==> config.mk <==
export PLATFORM = sky130hd
export DESIGN_NAME = hazard_ctrl_flat
export DESIGN_NICKNAME = d
export VERILOG_FILES = /design/src/rtl/hazard_ctrl_if.sv /design/src/rtl/hazard_ctrl.sv /design/src/flat_wrapper.sv
export SDC_FILE = /design/constraint.sdc
export NUM_CORES = 1
export LEC_CHECK = 0
export BUFFER_PORTS_ARGS = -buffer_cell sky130_fd_sc_hd__buf_2
export CAP_MARGIN = 30
export CORE_AREA = 2 2 46 65
export DETAILED_ROUTE_END_ITERATION = 7
export DIE_AREA = 0 0 48 67
export PLACE_DENSITY = 0.84
export SYNTH_ARGS = -nofsm -noshare
export SYNTH_HDL_FRONTEND = slang
export SYNTH_SLANG_ARGS = --single-unit
==> constraint.sdc <==
create_clock -name clk -period 1.9 [get_ports clk]
set_input_delay 0.095 -clock clk [delete_from_list [all_inputs] [get_ports clk]]
set_output_delay 0.095 -clock clk [all_outputs]
set_load 0.005 [all_outputs]
==> src/rtl/hazard_ctrl_if.sv <==
// hazard_ctrl_if: pipeline-side hazard/stall/forwarding signals of hazard_ctrl.
// Counter signals exist only when HAZARD_PERF_CNT_EN is defined.
interface hazard_ctrl_if;
    logic [4:0] rs1_addr_D, rs2_addr_D, rs1_addr_E, rs2_addr_E, rd_E, rd_M, rd_W;
    logic       mem_rd_E, reg_wr_M, reg_wr_W, br_taken_E, dmem_req_M, dmem_ack_M;
    logic       stall_F, stall_D, stall_E, stall_M, flush_D, flush_E, mem_timeout;
    logic [1:0] fwd_a_E, fwd_b_E, state_o;
`ifdef HAZARD_PERF_CNT_EN
    logic [31:0] lu_stall_cnt, mem_stall_cnt, flush_cnt;
`endif
    modport master (
        output rs1_addr_D, rs2_addr_D, rs1_addr_E, rs2_addr_E, rd_E, rd_M, rd_W,
               mem_rd_E, reg_wr_M, reg_wr_W, br_taken_E, dmem_req_M, dmem_ack_M,
        input  stall_F, stall_D, stall_E, stall_M, flush_D, flush_E, mem_timeout,
               fwd_a_E, fwd_b_E, state_o
`ifdef HAZARD_PERF_CNT_EN
        , input lu_stall_cnt, mem_stall_cnt, flush_cnt
`endif
    );
    modport slave (
        input  rs1_addr_D, rs2_addr_D, rs1_addr_E, rs2_addr_E, rd_E, rd_M, rd_W,
               mem_rd_E, reg_wr_M, reg_wr_W, br_taken_E, dmem_req_M, dmem_ack_M,
        output stall_F, stall_D, stall_E, stall_M, flush_D, flush_E, mem_timeout,
               fwd_a_E, fwd_b_E, state_o
`ifdef HAZARD_PERF_CNT_EN
        , output lu_stall_cnt, mem_stall_cnt, flush_cnt
`endif
    );
endinterface

==> src/rtl/hazard_ctrl.sv <==
// hazard_ctrl: stall/flush/forwarding control for the 5-stage RV32 pipeline.
// Optional saturating perf counters are built when HAZARD_PERF_CNT_EN is defined.
module hazard_ctrl #(
    parameter int MEM_TIMEOUT      = 64,
    parameter int REDIRECT_BUBBLES = 0
) (
    input logic         clk,
    input logic         reset,
    hazard_ctrl_if.slave hz
);
    localparam int WW = (MEM_TIMEOUT > 0) ? $clog2(MEM_TIMEOUT + 1) : 1;
    localparam int RW = (REDIRECT_BUBBLES > 0) ? $clog2(REDIRECT_BUBBLES + 1) : 1;
    typedef enum logic [1:0] {RUN = 2'd0, MEM_WAIT = 2'd1, REDIRECT = 2'd2} state_t;
    state_t        state, state_nx;
    logic [WW-1:0] wait_cnt, wait_cnt_nx;
    logic [RW-1:0] redir_cnt, redir_cnt_nx;
    logic          to_reg, to_now, lu, mw, stall_all, stall_fd, fl_d, fl_e;
    function automatic logic [1:0] fwd_sel(input logic [4:0] rs, input logic wm, input logic [4:0] rm,
                                           input logic ww, input logic [4:0] rw);
        return (wm && rm != 5'd0 && rm == rs) ? 2'b10 : (ww && rw != 5'd0 && rw == rs) ? 2'b01 : 2'b00;
    endfunction
    assign lu = hz.mem_rd_E && hz.rd_E != 5'd0 && (hz.rd_E == hz.rs1_addr_D || hz.rd_E == hz.rs2_addr_D);
    assign mw = hz.dmem_req_M && !hz.dmem_ack_M;
    always_comb begin
        state_nx     = state;
        wait_cnt_nx  = wait_cnt;
        redir_cnt_nx = redir_cnt;
        stall_all    = 1'b0;
        stall_fd     = 1'b0;
        fl_d         = 1'b0;
        fl_e         = 1'b0;
        to_now       = 1'b0;
        case (state)
            RUN: begin
                if (mw) begin
                    stall_all   = 1'b1;
                    state_nx    = MEM_WAIT;
                    wait_cnt_nx = WW'(1);
                end else if (hz.br_taken_E) begin
                    fl_d = 1'b1;
                    fl_e = 1'b1;
                    if (REDIRECT_BUBBLES > 0) begin
                        state_nx     = REDIRECT;
                        redir_cnt_nx = RW'(REDIRECT_BUBBLES);
                    end
                end else if (lu) begin
                    stall_fd = 1'b1;
                    fl_e     = 1'b1;
                end
            end
            MEM_WAIT: begin
                // a held br_taken_E is simply ignored here and picked up again in RUN
                if (hz.dmem_ack_M) begin
                    state_nx    = RUN;
                    wait_cnt_nx = '0;
                end else if (MEM_TIMEOUT != 0 && wait_cnt == WW'(MEM_TIMEOUT)) begin
                    to_now      = 1'b1;
                    state_nx    = RUN;
                    wait_cnt_nx = '0;
                end else begin
                    stall_all   = 1'b1;
                    wait_cnt_nx = (&wait_cnt) ? wait_cnt : wait_cnt + 1'b1;
                end
            end
            REDIRECT: begin
                if (mw) begin
                    stall_all    = 1'b1;
                    state_nx     = MEM_WAIT;
                    wait_cnt_nx  = WW'(1);
                    redir_cnt_nx = '0;
                end else begin
                    fl_d         = 1'b1;
                    redir_cnt_nx = redir_cnt - 1'b1;
                    state_nx     = (redir_cnt <= RW'(1)) ? RUN : REDIRECT;
                end
            end
            default: state_nx = RUN;
        endcase
    end
    always_ff @(posedge clk or posedge reset) begin
        if (reset) begin
            state     <= RUN;
            wait_cnt  <= '0;
            redir_cnt <= '0;
            to_reg    <= 1'b0;
        end else begin
            state     <= state_nx;
            wait_cnt  <= wait_cnt_nx;
            redir_cnt <= redir_cnt_nx;
            to_reg    <= to_reg | to_now;
        end
    end
    // outputs are forced quiet while reset is held, regardless of inputs
    assign hz.stall_F     = !reset && (stall_all || stall_fd);
    assign hz.stall_D     = !reset && (stall_all || stall_fd);
    assign hz.stall_E     = !reset && stall_all;
    assign hz.stall_M     = !reset && stall_all;
    assign hz.flush_D     = !reset && fl_d;
    assign hz.flush_E     = !reset && fl_e;
    assign hz.fwd_a_E     = reset ? 2'b00 : fwd_sel(hz.rs1_addr_E, hz.reg_wr_M, hz.rd_M, hz.reg_wr_W, hz.rd_W);
    assign hz.fwd_b_E     = reset ? 2'b00 : fwd_sel(hz.rs2_addr_E, hz.reg_wr_M, hz.rd_M, hz.reg_wr_W, hz.rd_W);
    assign hz.mem_timeout = to_reg | to_now;
    assign hz.state_o     = state;
`ifdef HAZARD_PERF_CNT_EN
    logic [31:0] lu_q, mem_q, fl_q;
    logic        lu_inc;
    assign lu_inc = !reset && state == RUN && !mw && !hz.br_taken_E && lu;
    always_ff @(posedge clk or posedge reset) begin
        if (reset) begin
            lu_q  <= '0;
            mem_q <= '0;
            fl_q  <= '0;
        end else begin
            lu_q  <= lu_q + {31'd0, lu_inc && !(&lu_q)};
            mem_q <= mem_q + {31'd0, hz.stall_M && !(&mem_q)};
            fl_q  <= fl_q + {31'd0, (hz.flush_D || hz.flush_E) && !(&fl_q)};
        end
    end
    assign hz.lu_stall_cnt  = lu_q;
    assign hz.mem_stall_cnt = mem_q;
    assign hz.flush_cnt     = fl_q;
`endif
endmodule

==> src/flat_wrapper.sv <==
// flat-port wrapper written by rule: the top's interface ports become plain ports
module hazard_ctrl_flat 
#(
    parameter int MEM_TIMEOUT      = 64,
    parameter int REDIRECT_BUBBLES = 0
)
  (clk, reset, hz_rs1_addr_D, hz_rs2_addr_D, hz_rs1_addr_E, hz_rs2_addr_E, hz_rd_E, hz_rd_M, hz_rd_W, hz_mem_rd_E, hz_reg_wr_M, hz_reg_wr_W, hz_br_taken_E, hz_dmem_req_M, hz_dmem_ack_M, hz_stall_F, hz_stall_D, hz_stall_E, hz_stall_M, hz_flush_D, hz_flush_E, hz_mem_timeout, hz_fwd_a_E, hz_fwd_b_E, hz_state_o);
  hazard_ctrl_if hz_i ();
  input logic clk;
  input logic reset;
  input wire logic [$bits(hz_i.rs1_addr_D)-1:0] hz_rs1_addr_D;
  input wire logic [$bits(hz_i.rs2_addr_D)-1:0] hz_rs2_addr_D;
  input wire logic [$bits(hz_i.rs1_addr_E)-1:0] hz_rs1_addr_E;
  input wire logic [$bits(hz_i.rs2_addr_E)-1:0] hz_rs2_addr_E;
  input wire logic [$bits(hz_i.rd_E)-1:0] hz_rd_E;
  input wire logic [$bits(hz_i.rd_M)-1:0] hz_rd_M;
  input wire logic [$bits(hz_i.rd_W)-1:0] hz_rd_W;
  input wire logic [$bits(hz_i.mem_rd_E)-1:0] hz_mem_rd_E;
  input wire logic [$bits(hz_i.reg_wr_M)-1:0] hz_reg_wr_M;
  input wire logic [$bits(hz_i.reg_wr_W)-1:0] hz_reg_wr_W;
  input wire logic [$bits(hz_i.br_taken_E)-1:0] hz_br_taken_E;
  input wire logic [$bits(hz_i.dmem_req_M)-1:0] hz_dmem_req_M;
  input wire logic [$bits(hz_i.dmem_ack_M)-1:0] hz_dmem_ack_M;
  output wire logic [$bits(hz_i.stall_F)-1:0] hz_stall_F;
  output wire logic [$bits(hz_i.stall_D)-1:0] hz_stall_D;
  output wire logic [$bits(hz_i.stall_E)-1:0] hz_stall_E;
  output wire logic [$bits(hz_i.stall_M)-1:0] hz_stall_M;
  output wire logic [$bits(hz_i.flush_D)-1:0] hz_flush_D;
  output wire logic [$bits(hz_i.flush_E)-1:0] hz_flush_E;
  output wire logic [$bits(hz_i.mem_timeout)-1:0] hz_mem_timeout;
  output wire logic [$bits(hz_i.fwd_a_E)-1:0] hz_fwd_a_E;
  output wire logic [$bits(hz_i.fwd_b_E)-1:0] hz_fwd_b_E;
  output wire logic [$bits(hz_i.state_o)-1:0] hz_state_o;
  assign hz_i.rs1_addr_D = hz_rs1_addr_D;
  assign hz_i.rs2_addr_D = hz_rs2_addr_D;
  assign hz_i.rs1_addr_E = hz_rs1_addr_E;
  assign hz_i.rs2_addr_E = hz_rs2_addr_E;
  assign hz_i.rd_E = hz_rd_E;
  assign hz_i.rd_M = hz_rd_M;
  assign hz_i.rd_W = hz_rd_W;
  assign hz_i.mem_rd_E = hz_mem_rd_E;
  assign hz_i.reg_wr_M = hz_reg_wr_M;
  assign hz_i.reg_wr_W = hz_reg_wr_W;
  assign hz_i.br_taken_E = hz_br_taken_E;
  assign hz_i.dmem_req_M = hz_dmem_req_M;
  assign hz_i.dmem_ack_M = hz_dmem_ack_M;
  assign hz_stall_F = hz_i.stall_F;
  assign hz_stall_D = hz_i.stall_D;
  assign hz_stall_E = hz_i.stall_E;
  assign hz_stall_M = hz_i.stall_M;
  assign hz_flush_D = hz_i.flush_D;
  assign hz_flush_E = hz_i.flush_E;
  assign hz_mem_timeout = hz_i.mem_timeout;
  assign hz_fwd_a_E = hz_i.fwd_a_E;
  assign hz_fwd_b_E = hz_i.fwd_b_E;
  assign hz_state_o = hz_i.state_o;
  hazard_ctrl #(.MEM_TIMEOUT(MEM_TIMEOUT), .REDIRECT_BUBBLES(REDIRECT_BUBBLES)) u_core (.clk(clk), .reset(reset), .hz(hz_i));
endmodule
# Yosys cells after proc, flatten, opt, wreduce, memory -nomap -nowiden
# Index checks and enable logic that the tools add are counted.
# Widths: inputs -> output; s select.
# classes
n_div	0
n_shift	0
bitwise_logic	1
mul	0
n_mux	36
n_eq_ne	13
magnitude_cmp	1
reduce_logical	26
add_sub_neg	2
# op_table
op	n
$eq 5x5->1	6
$mux 7	4
$mux 1	19
$mux 2	9
$reduce_bool 5->1	3
$pmux 7 s2	1
$logic_and 1x1->1	13
$add 7x1->7 const B	1
$eq 7x7->1 const B	1
$reduce_and 7->1	1
$pmux 2 s3	1
$ne 2x1->1 const B	2
$ne 4x3->1 const B	1
$pmux 1 s2	2
$ne 3x2->1 const B	1
$reduce_and 3->1	1
$eq 2x1->1 const B	1
$eq 2x2->1 const B	1
$logic_not 1->1	2
$logic_not 2->1	1
$logic_or 1x1->1	2
$reduce_and 2->1	1
$reduce_bool 2->1	1
$reduce_or 2->1	1
3 further kinds	3
# word_totals
regBits	11
ram_bits	0
in_bits	43
output_inout_bits	13
mem_bits_ro	0
elab_cells	83
latch_bits	0
n_memories	0

# Longest topological paths before layout
# Gate-level depths: netlist (run 1).
# depth
word_depth	9
depth_mapped	7
depth_no_buf	6

# Worst setup path before layout (run 1)
# No wires, ideal clock.
# synth_path
path_kind	register -> output
from	register u_core.wait_cnt[0]
to	output hz_stall_F
arrival_time_ns	1.891
path_buffers	1
path_slack_ns	-0.086
stages_incl_launch_ff	8
path_cell_list	dfrtp_1 inv_1 ha_1 nor2b_1 and4_1 a2111oi_1 o21bai_1 buf_4
# synth_between
elab_chain_len	6
# synth_lines
element	line	rtl
from (decl)	hazard_ctrl.sv:15	logic [WW-1:0] wait_cnt, wait_cnt_nx;
from (signal assigned)	hazard_ctrl.sv:88	wait_cnt <= wait_cnt_nx;
$eq 7x7->1	hazard_ctrl.sv:56	end else if (MEM_TIMEOUT != 0 && wait_cnt == WW'(MEM_TIMEOUT)) begin
$mux 1	hazard_ctrl.sv:56	
$mux 1	hazard_ctrl.sv:53	if (hz.dmem_ack_M) begin
$pmux 1 s2	hazard_ctrl.sv:33	case (state)
$logic_or 1x1->1	-	
$logic_and 1x1->1	-	
to (decl)	flat_wrapper.sv:24	output wire logic [$bits(hz_i.stall_F)-1:0] hz_stall_F;
# Every way passes these cells.

# Worst setup path after layout (run 1)
# layout_path
from	register u_core.wait_cnt[1]
to	output hz_stall_D
# layout_between
elab_chain_len	6
# layout_lines
element	line	rtl
$eq 7x7->1	hazard_ctrl.sv:56	
$mux 1	hazard_ctrl.sv:56	
$mux 1	hazard_ctrl.sv:53	
$pmux 1 s2	hazard_ctrl.sv:33	
$logic_or 1x1->1	hazard_ctrl.sv:95	assign hz.stall_D = !reset && (stall_all || stall_fd);
$logic_and 1x1->1	hazard_ctrl.sv:95	
to (decl)	flat_wrapper.sv:25	output wire logic [$bits(hz_i.stall_D)-1:0] hz_stall_D;
# Every way passes these cells.

==> impl.org, run 1 <==
** Floorplan
- Initial standard-cell utilization of the core :: 0.383
- The core region is 2620 µm².
- Row generation in the floorplan step produced 22 rows.
- The floorplan step set the die width to 48 µm.
- The die covers 3220 µm².
- For this design the top-level I/O count stands at 56.
- Die boundary height :: 67 µm

** STA
- Setup repair after global routing missed its margin :: true
- Hold slack final :: 0.113 ns
- Final period util :: 1.00
- Final setup fails :: 0
- The final-report max-slew violation count came to 0.
- Total count of hold-check failures in the final report :: 0
- Total negative setup slack :: 0 ns
- Minimum clock period :: 1.90 ns
- Highest achievable clock rate :: 526 MHz
- Setup slack on the critical path of the routed design comes to 0.000292 ns.
- For the final database, setup skew stands at 0.00730 ns.

** Synth
- Gate count of the mapped netlist :: 121
- Each instance of the synthesized netlist takes up on average 8.28 µm².
- Counting every net in the synthesized netlist gives 166.
- Counting flops with a built-in enable in the synthesized netlist gives 0.
- Distinct cells, synth :: 36
- Of the total synthesized cell area, the portion taken by AND, OR, NAND and NOR gates is 0.257.
- Yosys printed 0 warnings.
- Share of the synthesized area in the top cell type :: 0.225
- For this run, the register share of the synthesized area comes to 0.225.
- Synthesis inferred 9 register bits.
- The synthesized netlist occupies a cell area of 1000 µm².
- The portion of synthesized area spent on multiplexers is 0.00999.
- Library cell with the largest summed area after synthesis :: sky130_fd_sc_hd__dfrtp_1
- Of the total synthesized cell area, the portion taken by XOR and XNOR cells is 0.262.
- Dominant combinational cell family by area after synthesis :: XOR/XNOR gates
- Adder and majority gate portion of the synthesized area :: 0.0250
- Largest cells by area after synthesis :: sky130_fd_sc_hd__dfrtp_1 22%, sky130_fd_sc_hd__xor2_1 17%, sky130_fd_sc_hd__xnor2_1 8.7%, sky130_fd_sc_hd__or4_1 6.7%, sky130_fd_sc_hd__nand3_1 3.5%
- Compound-gate portion of the synthesized area :: 0.161
- Share of synthesized registers carrying an async set or reset :: 1.00
- Most used DFF post-synth :: sky130_fd_sc_hd__dfrtp_1

** Setup path
- Worst endpoint required time :: 1.80 ns
- The kind of cell with the highest combined delay along the critical path is compound AO/OA/AOI/OAI gates.
- CP startpoint kind :: register
- Worst Path Buf+Inv :: 2
- The signal on the critical path passes through inv_2 > ha_4 > nor2b_4 > and4_4 > a2111oi_4 > o21bai_4 > buf_2.
- STA classifies the critical path endpoint as an output port.
- Slowest stage cell on the critical path :: sky130_fd_sc_hd__dfrtp_1
- Of all nets on the critical path, the largest fanout is 2.
- Crit Path Class :: register to output port
- At the worst endpoint, the arrival time is 1.80 ns.
- Slowest stage delay, CP :: 0.37 ns

** Final layout
- The number of antenna diodes in the final layout is 0.
- Most frequent standard cell in the layout excluding fill and tap cells :: sky130_fd_sc_hd__buf_2
- Share of the core filled with cells in the final layout :: 0.574
- Synthesis-to-finish area growth :: 49.8%
- Final standard cell area without fillers :: 1500 µm²
- Count of fill cells added during filler insertion :: 239
- The final layout contains 232 nets.
- Commonest cells after routing, fill and taps aside :: 52 x sky130_fd_sc_hd__buf_2, 20 x sky130_fd_sc_hd__xor2_1, 10 x sky130_fd_sc_hd__xnor2_1, 10 x sky130_fd_sc_hd__buf_4, 9 x sky130_fd_sc_hd__dfrtp_1
- The register with the most flip-flops in the layout has 7 of them.
- Leaving out filler cells and counting taps, the final layout contains 222.
- In the final layout, the share of cells above drive strength 1 is 0.457.

** Run status
- The run finished with clean final reports.

** Job
- The tool flagged a number of max-cap violations equal to 0.

** Clock tree
- After clock tree synthesis, the clock-pin slew on the worst setup and hold paths is 0.06 ns.
- The cell sitting at the root of the clock tree is a sky130_fd_sc_hd__clkbuf_4.
- CTS built an H-tree with a depth of 1.
- Clock tree synthesis found a total of 9 sinks.
- Worst skew pair latency :: 0.27 ns
- In this run the deepest clock path goes through 2 buffers.
- Total clock buffers created by CTS :: 3
- TritonCTS built the clock tree.

** GRT
- Maximum number of pins on one net before global-route repair :: 11
- Antenna violations before repair :: 0
- The via count of the first global-routing pass is 1169.
- GR Overflow Total :: 0
- Overall fraction of global-route tracks in use :: 0.210
- Global-route wire length before repair :: 4820 µm

** Detailed routing
- Count of nets left with antenna violations after detail routing :: 0
- Initial detailed-routing violation count :: 16
- In the routed design, unresolved DRC markers number 0.
- Vias per inst :: 5.38
- The first detailed-routing pass took 4 iterations.
- In the final routed layout, each cell accounts on average for 14.1 µm.
- Vias :: 1195
- The final layout contains routed wiring with a total length of 3120 µm.

** Placement
- Cell area after placement :: 1300 µm²
- After detailed placement, the design holds a cell count of 208.
- DPL Wire Length :: 2330 µm
- Count of input and output buffers :: 54
- Timing analysis after detailed placement gives a worst setup slack of 0.0274 ns.
- Final weighted congestion in routability-driven placement :: 0.825

** Power and ir drop
- Max IR drop VDD :: 0.267 mV
- Power density cells :: 425 nW/µm²
- The design draws 639 µW.
- In this run the static leakage power is 0.688 nW.

** Worst hold path
- The tightest min-delay check is of the input pin to register type.
==> worst register-to-register path, cell delays in order (launching register included) <==
cell	delay [ns]
sky130_fd_sc_hd__dfrtp_1	0.39
sky130_fd_sc_hd__buf_4	0.14
sky130_fd_sc_hd__buf_4	0.15
sky130_fd_sc_hd__ha_4	0.16
sky130_fd_sc_hd__and4_4	0.20
sky130_fd_sc_hd__and3_2	0.25
sky130_fd_sc_hd__o31ai_1	0.37
sky130_fd_sc_hd__a21oi_2	0.10
==> metal layers <==
metal  vias up  GRT usage  part of all wire
li1        573          -                 -
met1       546      0.195              0.33
met2        63      0.380              0.56
met3        13     0.0623             0.069
met4         0      0.115             0.040
met5         -          0                 0
==> report_power, final <==
group          internal, mW  switching (mW)  total [mW]
Clock                0.0811          0.0708       0.152
Combinational         0.138           0.137       0.275
Sequential            0.201         0.00983       0.211
==> synthesized netlist by cell type (all sizes together), types with 2 or more instances <==
cell and n:
xnor2 10, xor2 20, nand3 7, nand2 3
ha 2, nor3 4, nor2b 3, inv 5
o31ai 2, nor4 5, a21oi 4, or4 9
nor2 7, and4 2, dfrtp 9, o21bai 2
buf 4, o21ai 7
==> repair_timing <==
| item | in CTS | in global routing |
|---|---|---|
| hold buffers | 1 | 0 |
| pin swaps | 1 | 6 |
| buffers inserted | 3 | 5 |
| gates resized for setup | 4 | 17 |
| hold endpoints to repair | 9 | 0 |
| gates cloned | 0 | 1 |
| setup endpoints to repair | 4 | 9 |
==> area by class of cell <==
class / count / area, µm² / share of cell area
Multi-Input combinational cell: 103 / 818 / 0.545
Timing Repair Buffer: 65 / 368 / 0.245
Sequential cell: 9 / 225 / 0.150
Tap cell: 36 / 45.0 / 0.0300
Clock buffer: 4 / 26.3 / 0.0175
Inverter: 5 / 18.8 / 0.0125
==> cell families (layout without fill, tap and decap cells) <==
kind of cell,Yosys count,in the layout
flops,9,9
other cells,1,1
simple gates,44,45
fa+ha+maj,2,2
buf+inv,10,74
xor+xnor,30,30
mux,1,1
compound gates,24,24
==> worst paths after layout <==
| check | startpoint | end | slack, ns | cells past startpoint |
|---|---|---|---|---|
| max | u_core.wait_cnt[1]$_DFFE_PP0P_ | hz_stall_D | 0.0003 | 7 |
| min | hz_dmem_ack_M | u_core.hz.state_o[0]$_DFFE_PP0P_ | 0.11 | 2 |
| max reg2reg | u_core.wait_cnt[0]$_DFFE_PP0P_ | u_core.wait_cnt[3]$_DFFE_PP0P_ | 0.04 | 7 |
| min reg2reg | u_core.to_reg$_DFF_PP0_ | u_core.to_reg$_DFF_PP0_ | 0.46 | 1 |
| max in group asynchronous | reset | u_core.hz.state_o[0]$_DFFE_PP0P_ | 1.32 | 4 |
| min in group asynchronous | reset | u_core.wait_cnt[5]$_DFFE_PP0P_ | 0.43 | 4 |
(Power assumes the default switching activity.)
==> inputs of run 2 (changes only) <==
--- a/constraint.sdc
+++ b/constraint.sdc
@@ -3,2 +3,2 @@
 set_output_delay 0.095 -clock clk [all_outputs]
-set_load 0.005 [all_outputs]
+set_load 0.01 [all_outputs]
==> impl.org, run 2 (synthesis results as in run 1) <==
** Clock tree
- Worst skew pair latency :: 0.27 ns (about the same)
- The CTS tree is built (unchanged).
- The clock tree root buffer cell is sky130_fd_sc_hd__clkbuf_4 (unchanged).
- The count of H-tree levels built during CTS is 1 (unchanged).
- Total clock buffers created by CTS :: 3 (unchanged)
- Clock transition at path regs :: 0.06 ns (about the same)
- The maximum buffer depth of the clock tree came to 2 (unchanged).
- Clock sink total :: 9 (unchanged)

** Final layout
- Fraction of final layout cells sized beyond drive strength 1 :: 0.406 (was 0.457)
- The fill cell total of the finished layout came to 250 (was 239).
- Synthesis-to-finish area growth :: 42.2% (was 49.8%)
- The post-layout net count is 226 (was 232).
- The most common cell after layout, fill and taps aside was sky130_fd_sc_hd__buf_2 (unchanged).
- Commonest cells after routing, fill and taps aside: 52 x sky130_fd_sc_hd__buf_2, 20 x sky130_fd_sc_hd__xor2_1, 10 x sky130_fd_sc_hd__xnor2_1 (was 52 x sky130_fd_sc_hd__buf_2, 20 x sky130_fd_sc_hd__xor2_1, 10 x sky130_fd_sc_hd__xnor2_1, 10 x sky130_fd_sc_hd__buf_4, 9 x sky130_fd_sc_hd__dfrtp_1).
- The flip-flop count of the largest register, all copies and words added came to 7 (unchanged).
- Final standard cell area without fillers :: 1430 µm² (was 1500 µm²)
- Share of the core filled with cells in the final layout :: 0.545 (was 0.574)
- The number of inserted diodes was 0 (unchanged).

** Setup path
- Worst-path cell chain: inv_2 > ha_4 > nor2b_4 > and4_4 > a2111oi_4 > o21bai_4 > buf_6 (was inv_2 > ha_4 > nor2b_4 > and4_4 > a2111oi_4 > o21bai_4 > buf_2).
- The critical path arrival came to 1.80 ns (about the same).
- The worst reg-to-reg path cell count is 6 (was 7).
- CP startpoint kind :: register (unchanged)
- RR Startpoint :: u_core.wait_cnt[0]$_DFFE_PP0P_ (unchanged)
- The destination of the worst register-to-register timing path is u_core.wait_cnt[3]$_DFFE_PP0P_ (unchanged).
- The data required time at the worst endpoint is 1.80 ns (about the same).
- The largest fanout on the critical path is 4 (was 2).
- Internal reg-to-reg setup slack :: 0.08 ns (was 0.04 ns)
- The category of the critical setup timing path is register to output port (unchanged).
- The slowest cell on the critical path was sky130_fd_sc_hd__dfrtp_1 (unchanged).
- Slowest stage delay, CP :: 0.38 ns (was 0.37 ns)
- Type of destination of the critical path :: output port (unchanged)

** Floorplan
- The number of top-level pins is 56 (unchanged).
- Die extent in x :: 48 µm (unchanged)
- The initial core utilization is 0.383 (unchanged).
- Cell row count :: 22 (unchanged)
- Die ar. :: 3220 µm² (unchanged)
- Core outline area :: 2620 µm² (unchanged)
- Die boundary height :: 67 µm (unchanged)

** GRT
- Overall fraction of global-route tracks in use :: 0.197 (was 0.210)
- Maximum number of pins on one net before global-route repair :: 11 (unchanged)
- The wire length of the first global-routing pass was 4570 µm (was 4820 µm).
- The total global routing overflow is 0 (unchanged).
- The initial antenna violation count was 0 (unchanged).
- The via count of the first global-routing pass came to 1111 (was 1169).

** STA
- Final setup fails :: 0 (unchanged)
- The minimum period implied by the final worst setup slack was 1.90 ns (about the same).
- The worst hold slack after final layout was 0.104 ns (was 0.113 ns).
- The setup TNS after final layout came to 0 ns (unchanged).
- Final clock skew :: 0.00167 ns (was 0.00730 ns)
- The final-report max-slew violation count came to 0 (unchanged).
- The final worst slack came to 0.000753 ns (was 0.000292 ns).
- The highest clock rate is 527 MHz (was 526 MHz).
- The number of failing hold endpoints at the final stage came to 0 (unchanged).
- Setup repair after global routing missed its margin :: true (unchanged)
- The ratio of final minimum period to clock period came to 1.00 (about the same).

** Detailed routing
- The residual antenna-violating net count after detailed routing is 0 (unchanged).
- Metal3 WL :: 167 µm (was 215 µm)
- The final wirelength was 2860 µm (was 3120 µm).
- The number of iterations in the first detailed-routing pass was 4 (unchanged).
- Vias per inst :: 5.17 (was 5.38)
- The number of DRC markers after the initial detailed-route iteration came to 19 (was 16).
- The detailed-route DRC error count came to 0 (unchanged).
- The met2 wire length was 1620 µm (was 1750 µm).
- The via count was 1117 (was 1195).
- Routed wire per std cell :: 13.3 µm (was 14.1 µm)
- The routed length on met1 was 1010 µm (was 1030 µm).
- Max layer used :: met4 (unchanged)

** Placement
- Count of input and output buffers :: 54 (unchanged)
- The worst-case setup slack after placement is 0.0690 ns (was 0.0274 ns).
- The sum of net half-perimeters after detailed placement is 2280 µm (was 2330 µm).
- The final weighted congestion in routability-driven placement came to 0.834 (was 0.825).
- The post-place instance area is 1320 µm² (was 1300 µm²).

** Run status
- Outcome :: completed (unchanged)

** Power and ir drop
- Leakage Power :: 0.653 nW (was 0.688 nW)
- Power density cells :: 441 nW/µm² (was 425 nW/µm²)
- Max IR drop VDD :: 0.297 mV (was 0.267 mV)

** Worst hold path
- WHS Endpoint :: u_core.hz.state_o[0]$_DFFE_PP0P_ (unchanged)
- The worst min-delay path category is input pin to register (unchanged).
- Hold-critical path depth :: 2 (unchanged)
- The source of the worst hold timing path was hz_dmem_ack_M (unchanged).

** Job
- The max-capacitance violation count came to 0 (unchanged).
## run 2: changes by cell type in the layout (fill, tap and decap cells not counted), moves of 2 or more
cell,previous run,this run
sky130_fd_sc_hd__buf_4,10,5
sky130_fd_sc_hd__a21oi_1,2,4
sky130_fd_sc_hd__a21oi_2,2,0
sky130_fd_sc_hd__or4_1,7,9
sky130_fd_sc_hd__or4_4,2,0
## run 2: area by class of cell
type / instances / area, µm² / share of cell area
inverters: 5 / 18.8 / 0.0132
repair buffers: 60 / 330 / 0.232
clock buffers: 4 / 26.3 / 0.0184
multi-input cells: 102 / 779 / 0.547
flip-flops and latches: 9 / 225 / 0.158
well taps: 36 / 45.0 / 0.0316
## run 2: metal layers
metal,GRT usage,up-vias
li1,-,558
met1,0.199,504
met2,0.365,46
met3,0.0461,9
met4,0.0709,0
met5,0,-
## run 2: critical path: cells and delay by family (launching register included)
| family | cells | cell delay (ns) |
|---|---|---|
| buffers and inverters | 2 | 0.18 |
| adder cells (fa/ha/maj) | 1 | 0.15 |
| AO/OA/AOI/OAI | 2 | 0.52 |
| AND/OR/NAND/NOR | 2 | 0.31 |
| flip-flops | 1 | 0.38 |
## run 2: timing repair
action,CTS,global route
hold buffers,1,0
resized for setup,9,4
buffers inserted,2,1
setup endpoints to repair,4,6
endpoints found under the hold margin,9,0
pin swaps,2,2
## run 2: worst max-delay path by stage
stage,slack [ns],cells after the start,from,end
6_report,0.0008,7,u_core.wait_cnt[0]$_DFFE_PP0P_,hz_stall_D
5_1_grt,-0.07,7,u_core.wait_cnt[0]$_DFFE_PP0P_,hz_stall_F
4_1_cts,0.01,7,u_core.wait_cnt[0]$_DFFE_PP0P_,hz_stall_D
3_5_place_dp,0.07,7,u_core.wait_cnt[0]$_DFFE_PP0P_,hz_stall_F
3_3_place_gp,0.11,7,u_core.wait_cnt[0]$_DFFE_PP0P_,hz_stall_F
2_1_floorplan,0.03,7,u_core.wait_cnt[0]$_DFFE_PP0P_,hz_stall_F
## run 2: stage by stage
| stage | power, mW | std cells |
|---|---|---|
| finish | 0.628 | 216 |
| global route | 0.668 | 216 |
| CTS | 0.612 | 215 |
| detailed placement | 0.435 | 208 |
| global placement | 0.429 | 208 |
| floorplan | 0.335 | 121 |
## run 2: power by group
group          internal [mW]  switching, mW  total [mW]
Clock                 0.0814         0.0736       0.155
Sequential             0.201        0.00853       0.210
Combinational          0.130          0.133       0.263
Total                  0.413          0.215       0.628
==> inputs of run 3 (changes only) <==
Settings changed: CORE_AREA 2 2 46 65 to 2 2 49 69, DIE_AREA 0 0 48 67 to 0 0 51 71, HOLD_SLACK_MARGIN set to 0.15, PLACE_DENSITY 0.84 to 0.76.
==> impl.org, run 3 (synthesis results as in run 1) <==
** Setup path
- Worst Reg-to-Reg Cells :: 6 (unchanged)
- RR Startpoint :: u_core.wait_cnt[0]$_DFFE_PP0P_ (unchanged)
- The end point of the critical path is hz_stall_D (unchanged).
- The kind of capture point of the worst setup path is an output port (unchanged).
- The data required time at the worst endpoint is 1.80 ns (about the same).
- The largest fanout on the critical path was 4 (unchanged).
- Worst setup startpoint :: u_core.wait_cnt[0]$_DFFE_PP0P_ (unchanged)
- The kind of start point of the critical path was a register (unchanged).
- The slack of the worst reg-to-reg path was 0.07 ns (was 0.08 ns).
- Capture instance of the worst register-to-register path :: u_core.wait_cnt[4]$_DFFE_PP0P_ (was u_core.wait_cnt[3]$_DFFE_PP0P_)
- Arr. time, crit path :: 1.84 ns (was 1.80 ns)
- Crit Path Class :: register to output port (unchanged)

** STA
- The final-report max-slew violation count is 0 (unchanged).
- Setup repair after global routing missed its margin :: true (unchanged)
- The final worst slack was -0.0333 ns (was 0.000753 ns).
- Minimum clock period :: 1.93 ns (was 1.90 ns)
- The number of failing hold endpoints at the final stage is 0 (unchanged).
- Final setup fails :: 2 (was 0)
- Highest achievable clock rate :: 517 MHz (was 527 MHz)
- The setup TNS after final layout is -0.0645 ns (was 0 ns).
- The ratio of final minimum period to clock period came to 1.02 (was 1.00).
- Final clock skew :: 0.00275 ns (was 0.00167 ns)

** Detailed routing
- Initial detailed-routing violation count :: 35 (was 19)
- WL final :: 3190 µm (was 2860 µm)
- Sum of met2 wire segment lengths after detailed routing :: 1740 µm (was 1620 µm)
- Routed wire per std cell :: 14.4 µm (was 13.3 µm)
- M1 WL :: 1040 µm (was 1010 µm)
- The residual antenna-violating net count after detailed routing is 0 (unchanged).
- The routed length on met3 is 226 µm (was 167 µm).
- The average via count per standard cell is 5.39 (was 5.17).
- The detailed-route DRC error count is 0 (unchanged).
- Router iterations before antenna repair :: 4 (unchanged)
- The via count is 1192 (was 1117).
- The topmost layer with routed signal wires is met4 (unchanged).

** Final layout
- Commonest cells after routing, fill and taps aside: 50 x sky130_fd_sc_hd__buf_2, 20 x sky130_fd_sc_hd__xor2_1, 10 x sky130_fd_sc_hd__xnor2_1 (was 52 x sky130_fd_sc_hd__buf_2, 20 x sky130_fd_sc_hd__xor2_1, 10 x sky130_fd_sc_hd__xnor2_1).
- Fraction of final layout cells sized beyond drive strength 1 :: 0.418 (was 0.406)
- Inserted Diodes :: 0 (unchanged)
- The final non-filler cell area came to 1480 µm² (was 1430 µm²).
- Synthesis-to-finish area growth :: 47.8% (was 42.2%)
- Final net count :: 228 (was 226)
- Number of standard cells in the final layout excluding fillers :: 221 (was 216)
- The final cell utilization of the core came to 0.488 (was 0.545).
- Count of fill cells added during filler insertion :: 305 (was 250)
- The most common cell after layout, fill and taps aside is sky130_fd_sc_hd__buf_2 (unchanged).
- The flip-flop count of the largest register, all copies and words added was 7 (unchanged).

** Floorplan
- The number of top-level pins was 56 (unchanged).
- The die boundary width came to 51 µm (was 48 µm).
- The number of placement rows is 24 (was 22).
- Die ar. :: 3620 µm² (was 3220 µm²)
- Die boundary height :: 71 µm (was 67 µm)
- Core outline area :: 3030 µm² (was 2620 µm²)
- Initial standard-cell utilization of the core :: 0.330 (was 0.383)

** GRT
- The largest net degree at the start of global routing was 11 (unchanged).
- The via count of the first global-routing pass came to 1220 (was 1111).
- The initial antenna violation count was 0 (unchanged).
- Overall fraction of global-route tracks in use :: 0.182 (was 0.197)
- GR Overflow Total :: 0 (unchanged)
- The wire length of the first global-routing pass is 5140 µm (was 4570 µm).

** Placement
- DPL Wire Length :: 2440 µm (was 2280 µm)
- The final weighted congestion in routability-driven placement was 0.842 (was 0.834).
- Inst Count DP :: 211 (was 208)
- The post-place instance area was 1320 µm² (about the same).
- Count of input and output buffers :: 54 (unchanged)

** Job
- The max-capacitance violation count was 0 (unchanged).

** Clock tree
- Largest buffer count on any clock path :: 2 (unchanged)
- # H-tree levels :: 1 (unchanged)
- The clock tree root buffer cell is sky130_fd_sc_hd__clkbuf_8 (was sky130_fd_sc_hd__clkbuf_4).
- Total clock buffers created by CTS :: 3 (unchanged)
- Clock sink total :: 9 (unchanged)
- Worst skew pair latency :: 0.24 ns (was 0.27 ns)
- CTS tree :: built (unchanged)
- Clock transition at path regs :: 0.05 ns (was 0.06 ns)

** Worst hold path
- Worst min-delay path class :: input pin to register (unchanged)

** Run status
- Outcome: finished, violations left (was completed).
- The checks that failed: setup timing.

** Power and ir drop
- Power density cells :: 492 nW/µm² (was 441 nW/µm²)
- The worst ir drop on vdd came to 0.253 mV (was 0.297 mV).
- Overall power consumption :: 730 µW (was 628 µW)
- The leakage power was 0.672 nW (was 0.653 nW).
run 3: timing repair:
item | CTS | global route
hold buffers | 2 | 0
setup buffers | 2 | 2
setup endpoints to repair | 4 | 8
endpoints found under the hold margin | 10 | 0
pin swaps | 1 | 3
gates cloned | 0 | 0
gates resized for setup | 5 | 13
run 3: worst min-delay path by stage:
| stage | start | end | cells past startpoint |
|---|---|---|---|
| final | hz_dmem_ack_M | u_core.wait_cnt[0]$_DFFE_PP0P_ | 2 |
| after global routing | hz_dmem_ack_M | u_core.wait_cnt[0]$_DFFE_PP0P_ | 2 |
| after CTS | hz_dmem_ack_M | u_core.wait_cnt[0]$_DFFE_PP0P_ | 2 |
| after detailed placement | reset | u_core.wait_cnt[1]$_DFFE_PP0P_ | 3 |
| after global placement | reset | u_core.wait_cnt[1]$_DFFE_PP0P_ | 3 |
| after floorplan | reset | u_core.hz.state_o[0]$_DFFE_PP0P_ | 1 |
run 3: per-layer routing:
layer  global-route usage  vias up
li1                     -      562
met1                0.180      551
met2                0.346       63
met3               0.0316       16
met4               0.0991        0
met5                    0        -
run 3: stage by stage:
step / setup WS [ns] / hold WS [ns]
5_1_grt: -0.0765 / 0.218
4_1_cts: 0.00991 / 0.173
2_1_floorplan: 0.0271 / -0.0605
6_report: -0.0333 / 0.175
3_3_place_gp: 0.109 / 0.185
3_5_place_dp: 0.0701 / 0.191
run 3: critical path, stage by stage (launching register included):
cell                        delay, ns
sky130_fd_sc_hd__dfrtp_1         0.36
sky130_fd_sc_hd__inv_2           0.07
sky130_fd_sc_hd__ha_4            0.16
sky130_fd_sc_hd__nor2b_4         0.12
sky130_fd_sc_hd__and4_4          0.19
sky130_fd_sc_hd__a2111oi_4       0.38
sky130_fd_sc_hd__o21bai_4        0.20
sky130_fd_sc_hd__buf_6           0.12
run 3: layout make-up:
type	instances	area (µm²)	share of cell area
sequential	9	225	0.152
tap	39	48.8	0.0329
multi-input combinational	102	783	0.529
clock buffer	4	45.0	0.0304
inverter	5	18.8	0.0127
timing repair buffer	62	360	0.243
run 3: power breakdown:
group	internal [mW]	switching, mW	total [mW]
clock network	0.148	0.0903	0.238
registers	0.202	0.00973	0.212
logic	0.139	0.141	0.280
total	0.489	0.241	0.730
